===== config.mk =====
export PLATFORM = sky130hd
export DESIGN_NAME = vga_sync_gen
export DESIGN_NICKNAME = d
export VERILOG_FILES = /design/src/rtl/vga_sync_gen.sv
export SDC_FILE = /design/constraint.sdc
export NUM_CORES = 1
export LEC_CHECK = 0
export ABC_AREA = 1
export CAP_MARGIN = 20
export CORE_MARGIN = 4
export CORE_UTILIZATION = 39
export CTS_CLUSTER_DIAMETER = 30
export DETAILED_ROUTE_END_ITERATION = 10
export GPL_TIMING_DRIVEN = 0
export PLACE_DENSITY = 0.68
export SLEW_MARGIN = 25
export SYNTH_ARGS = -nofsm -noshare
export SYNTH_HDL_FRONTEND = slang
export SYNTH_SLANG_ARGS = --single-unit

===== constraint.sdc =====
create_clock -name clk -period 2.2 [get_ports clk]
set_input_delay 0.22 -clock clk [delete_from_list [all_inputs] [get_ports clk]]
set_output_delay 0.22 -clock clk [all_outputs]
set_load 0.05 [all_outputs]

===== src/rtl/vga_sync_gen.sv =====
// VGA raster timing generator: pixel strobe, raster coordinates, blanking and
// sync pulses, all derived from one free-running divider and two counters.
module vga_sync_gen #(
   parameter int   HD          = 640,
   parameter int   HF          = 16,
   parameter int   HS          = 96,
   parameter int   HB          = 48,
   parameter int   VD          = 480,
   parameter int   VF          = 10,
   parameter int   VS          = 2,
   parameter int   VB          = 33,
   parameter int   TICK_DIV    = 2,
   parameter logic SYNC_ACTIVE = 1'b0
) (
   input  logic       clk,
   input  logic       reset,
   output logic       p_tick,
   output logic [9:0] pixel_x,
   output logic [9:0] pixel_y,
   output logic       video_on,
   output logic       hsync,
   output logic       vsync,
   output logic       frame_end
);

   localparam int HT    = HD + HF + HS + HB;
   localparam int VT    = VD + VF + VS + VB;
   localparam int DIV_W = (TICK_DIV > 1) ? $clog2(TICK_DIV) : 1;

   localparam logic [DIV_W-1:0] DIV_LAST     = DIV_W'(TICK_DIV - 1);
   localparam logic [9:0]       H_LAST       = 10'(HT - 1);
   localparam logic [9:0]       V_LAST       = 10'(VT - 1);
   localparam logic [9:0]       H_VIS        = 10'(HD);
   localparam logic [9:0]       V_VIS        = 10'(VD);
   localparam logic [9:0]       H_SYNC_FIRST = 10'(HD + HF);
   localparam logic [9:0]       H_SYNC_LAST  = 10'(HD + HF + HS - 1);
   localparam logic [9:0]       V_SYNC_FIRST = 10'(VD + VF);
   localparam logic [9:0]       V_SYNC_LAST  = 10'(VD + VF + VS - 1);

   logic [DIV_W-1:0] div_reg, div_next;
   logic [9:0]       h_count_reg, h_count_next;
   logic [9:0]       v_count_reg, v_count_next;
   logic             hsync_reg, hsync_next;
   logic             vsync_reg, vsync_next;

   // With TICK_DIV=1 the divider is stuck at 0 == DIV_LAST, so the strobe is constant.
   assign p_tick = (div_reg == DIV_LAST);

   always_comb begin
      div_next     = p_tick ? '0 : div_reg + DIV_W'(1);
      h_count_next = h_count_reg;
      v_count_next = v_count_reg;
      if (p_tick) begin
         if (h_count_reg == H_LAST) begin
            h_count_next = '0;
            v_count_next = (v_count_reg == V_LAST) ? '0 : v_count_reg + 10'd1;
         end else begin
            h_count_next = h_count_reg + 10'd1;
         end
      end
      // Syncs decode the next counts so the registered pulse lines up with pixel_x/pixel_y.
      hsync_next = (h_count_next >= H_SYNC_FIRST && h_count_next <= H_SYNC_LAST)
                   ? SYNC_ACTIVE : ~SYNC_ACTIVE;
      vsync_next = (v_count_next >= V_SYNC_FIRST && v_count_next <= V_SYNC_LAST)
                   ? SYNC_ACTIVE : ~SYNC_ACTIVE;
   end

   always_ff @(posedge clk or posedge reset) begin
      if (reset) begin
         div_reg     <= '0;
         h_count_reg <= '0;
         v_count_reg <= '0;
         hsync_reg   <= ~SYNC_ACTIVE;
         vsync_reg   <= ~SYNC_ACTIVE;
      end else begin
         div_reg     <= div_next;
         h_count_reg <= h_count_next;
         v_count_reg <= v_count_next;
         hsync_reg   <= hsync_next;
         vsync_reg   <= vsync_next;
      end
   end

   assign pixel_x   = h_count_reg;
   assign pixel_y   = v_count_reg;
   assign hsync     = hsync_reg;
   assign vsync     = vsync_reg;
   assign video_on  = (h_count_reg < H_VIS) && (v_count_reg < V_VIS);
   assign frame_end = p_tick && (h_count_reg == H_LAST) && (v_count_reg == V_LAST);

endmodule


==> flow_summary.yaml <==
status:
  status: "completed"
finish:
  finalNonFillerCells: 271
  area_delta_synth_final_pct: 26.4
  final_cell_area_um2: 1740
  nFillCells: 360
  drive_above_1_share_pct: 10.7
  nets: 231
  antenna_cells: 0
setup_path:
  cp.required_ps: 1980
  reg2regPathDepth: 10
  timing.rr.start: "pixel_x[0]"
  cpPeakStageDelay_ps: 430
  r2r_slack_ps: 510
  crit_start: "pixel_y[0]"
  endpoint: "frame_end"
  end_kind: "output pin"
  slowest_stage: "dfrtp_1"
  crit_path_max_fanout: 4
  startpoint_type: "flip-flop"
  path_cells: "inv_1 > ha_1 > nand2_1 > nor2_1 > nor3b_1 > nand2_1 > inv_1 > clkbuf_4"
  arrival_ps: 1800
  r2r-end: "vsync"
  criticalPathCategory: "flip-flop to output pin"
sta:
  relSlewSlack_pct: 46.5
  period_share_pct: 91.9
  final.setup.tns_ps: 0
  hold_viol_final: 0
  fin_skew_ps: 1.49
  tightest_slew_ps: 798
  fmax_mhz: 494
  setup_viol: 0
  rsz0062_at_grt: "no"
  fin_crit_ps: 2020
  whs_ps: 250
  layout_setup_ws_ps: 178
  slew_violations: 0
detailed_routing:
  wire_per_inst_um: 11.6
  num_vias: 1267
  drtAntennaViolNets: 0
  remaining_drc_errors: 0
  via_per_inst: 4.68
  routed_wl_um: 3130
  firstDrtPassIters: 4
  drt_iter0_markers: 68
cts:
  clk_pin_slew_ps: 120
  cts-root-buf: "clkbuf_4"
  cts_tree: "built"
  cts_hold_buf: 0
  clkLatencyLatePin_ps: 320
  clockBufferDepth: 2
  ctsHtreeMaxLevel: 1
  cts_buffers: 3
  cts_sinks: 23
min_path:
  hold_path_class: "input port to async pin"
placement:
  dp.cells: 264
  place_congestion: 0.801
  pre_cts_ws_ps: -112
  portBuffers: 26
  place_area_um2: 1700
  dp_hpwl_um: 2390
synthesis:
  synth_seq_area_share_pct: 41.9
  syn_area_um2: 1380
  ys_ff_latch: 23
  synth_cells: 192
  synth.distinct_cells: 23
  synth_nets: 197
  syn_area_per_cell_um2: 7.18
  yosys_warnings: 0
global_route:
  grt_pass1_vias: 1184
  grt_usage_pct: 15.7
  grt_max_degree: 24
  antenna_found_initial: 0
  overflow: 0
  grt_pass1_wl_um: 5390
flow_run:
  cap_viol_max_count: 0
floorplanning:
  die_h_um: 67.5
  core_area_um2: 3360
  rows: 21
  die-area_um2: 4550
  die_x_um: 67.5
  pin_count: 27
  initial_core_util_pct: 41.0
pwr:
  ir_worst_vdd_mv: 0.181
  cellLeakagePower_nw: 0.897
  p_per_area_nw_per_um2: 365
[how the worst min path moves through the flow]
stage	from	endpoint	slack, ps	depth (start not counted)
CTS	reset	pixel_x[9]	410	2
global placement	pixel_x[1]	pixel_x[1]	540	2
finish	reset	pixel_y[6]	250	2
global route	reset	pixel_y[8]	350	2
floorplan	reset	p_tick	220	1
detailed placement	pixel_x[1]	pixel_x[1]	540	2
[worst max-delay path: cells and delay by family, from the launching register on]
| kind | cells | cell delay [ps] |
|---|---|---|
| buffers and inverters | 3 | 380 |
| and+or+nand+nor | 4 | 490 |
| DFF | 1 | 430 |
| adders and majority gates | 1 | 180 |
[cells in the final DEF, fill, tap and decap left out]
cell	netlist	layout
a21oi_1	5	5
nor3b_1	1	1
inv_2	2	2
clkdlybuf4s50_1	0	24
inv_1	35	34
nand2_4	1	1
nand2_1	45	45
o21ai_1	1	1
nor2_8	1	1
nor2_4	1	1
nor2_1	20	20
clkinv_1	1	2
dlygate4sd2_1	0	1
nand3_1	25	25
dfstp_2	2	2
nor2_2	5	5
dfrtp_2	0	1
o21a_1	1	1
nand4_1	3	3
buf_4	0	3
nor3_1	2	2
clkbuf_1	1	2
clkbuf_4	0	4
ha_1	3	3
nand2_2	4	4
dfrtp_1	21	20
xor2_1	4	4
o21ai_0	8	8
[cell usage after synthesis]
cell	count	area, um2
a21oi_1	5	25.0
clkbuf_1	1	3.75
clkinv_1	1	3.75
dfrtp_1	21	526
dfstp_2	2	52.6
ha_1	3	37.5
inv_1	35	131
inv_2	2	7.51
nand2_1	45	169
nand2_2	4	25.0
nand2_4	1	11.3
nand3_1	25	125
nand4_1	3	18.8
nor2_1	20	75.1
nor2_2	5	31.3
nor2_4	1	11.3
nor2_8	1	20.0
nor3_1	2	10.0
nor3b_1	1	7.51
o21a_1	1	7.51
o21ai_0	8	40.0
o21ai_1	1	5.00
xor2_1	4	35.0
[power breakdown]
group           total (W)  internal (W)  leakage [nW]  switching [W]
logic          0.00000967    0.00000169         0.584     0.00000798
clock network    0.000203     0.0000711        0.0150       0.000132
registers        0.000423      0.000423         0.298              0
[routing by layer]
metal	GRT usage [%]	share of wire [%]	vias to the layer above
li1	-	-	661
met2	24.4	47	22
met1	21.9	49	579
met3	1.16	1.9	5
met5	0	0	-
met4	7.34	2.0	0
[what timing repair did]
item	CTS	global route
setup endpoints to repair	2	1
gates resized for setup	6	2
cloned	0	0
setup buffers	0	3
[cell type report]
cell class,count,area [um2],area share (%)
inverters,38,143,8.18
clock buffers,4,26.3,1.51
repair buffers,29,279,16.0
flip-flops and latches,23,579,33.2
plain buffers,1,3.75,0.215
well taps,46,57.6,3.30
multi-input cells,130,654,37.5
[metrics by stage]
step,total power (W),utilization (%)
3_3_place_gp,0.000442,50.4
6_report,0.000635,51.8
2_1_floorplan,0.000437,-
5_1_grt,0.000660,51.8
4_1_cts,0.000644,51.0
3_5_place_dp,0.000441,50.4
[cell families after synthesis]
logic type               synth area share, %
AO/OA/AOI/OAI                           5.63
XOR/XNOR                                2.54
adder cells (fa/ha/maj)                 2.72
buffers and inverters                   10.6
flip-flops                              41.9
AND/OR/NAND/NOR                         36.6
(Power assumes the default switching activity.)
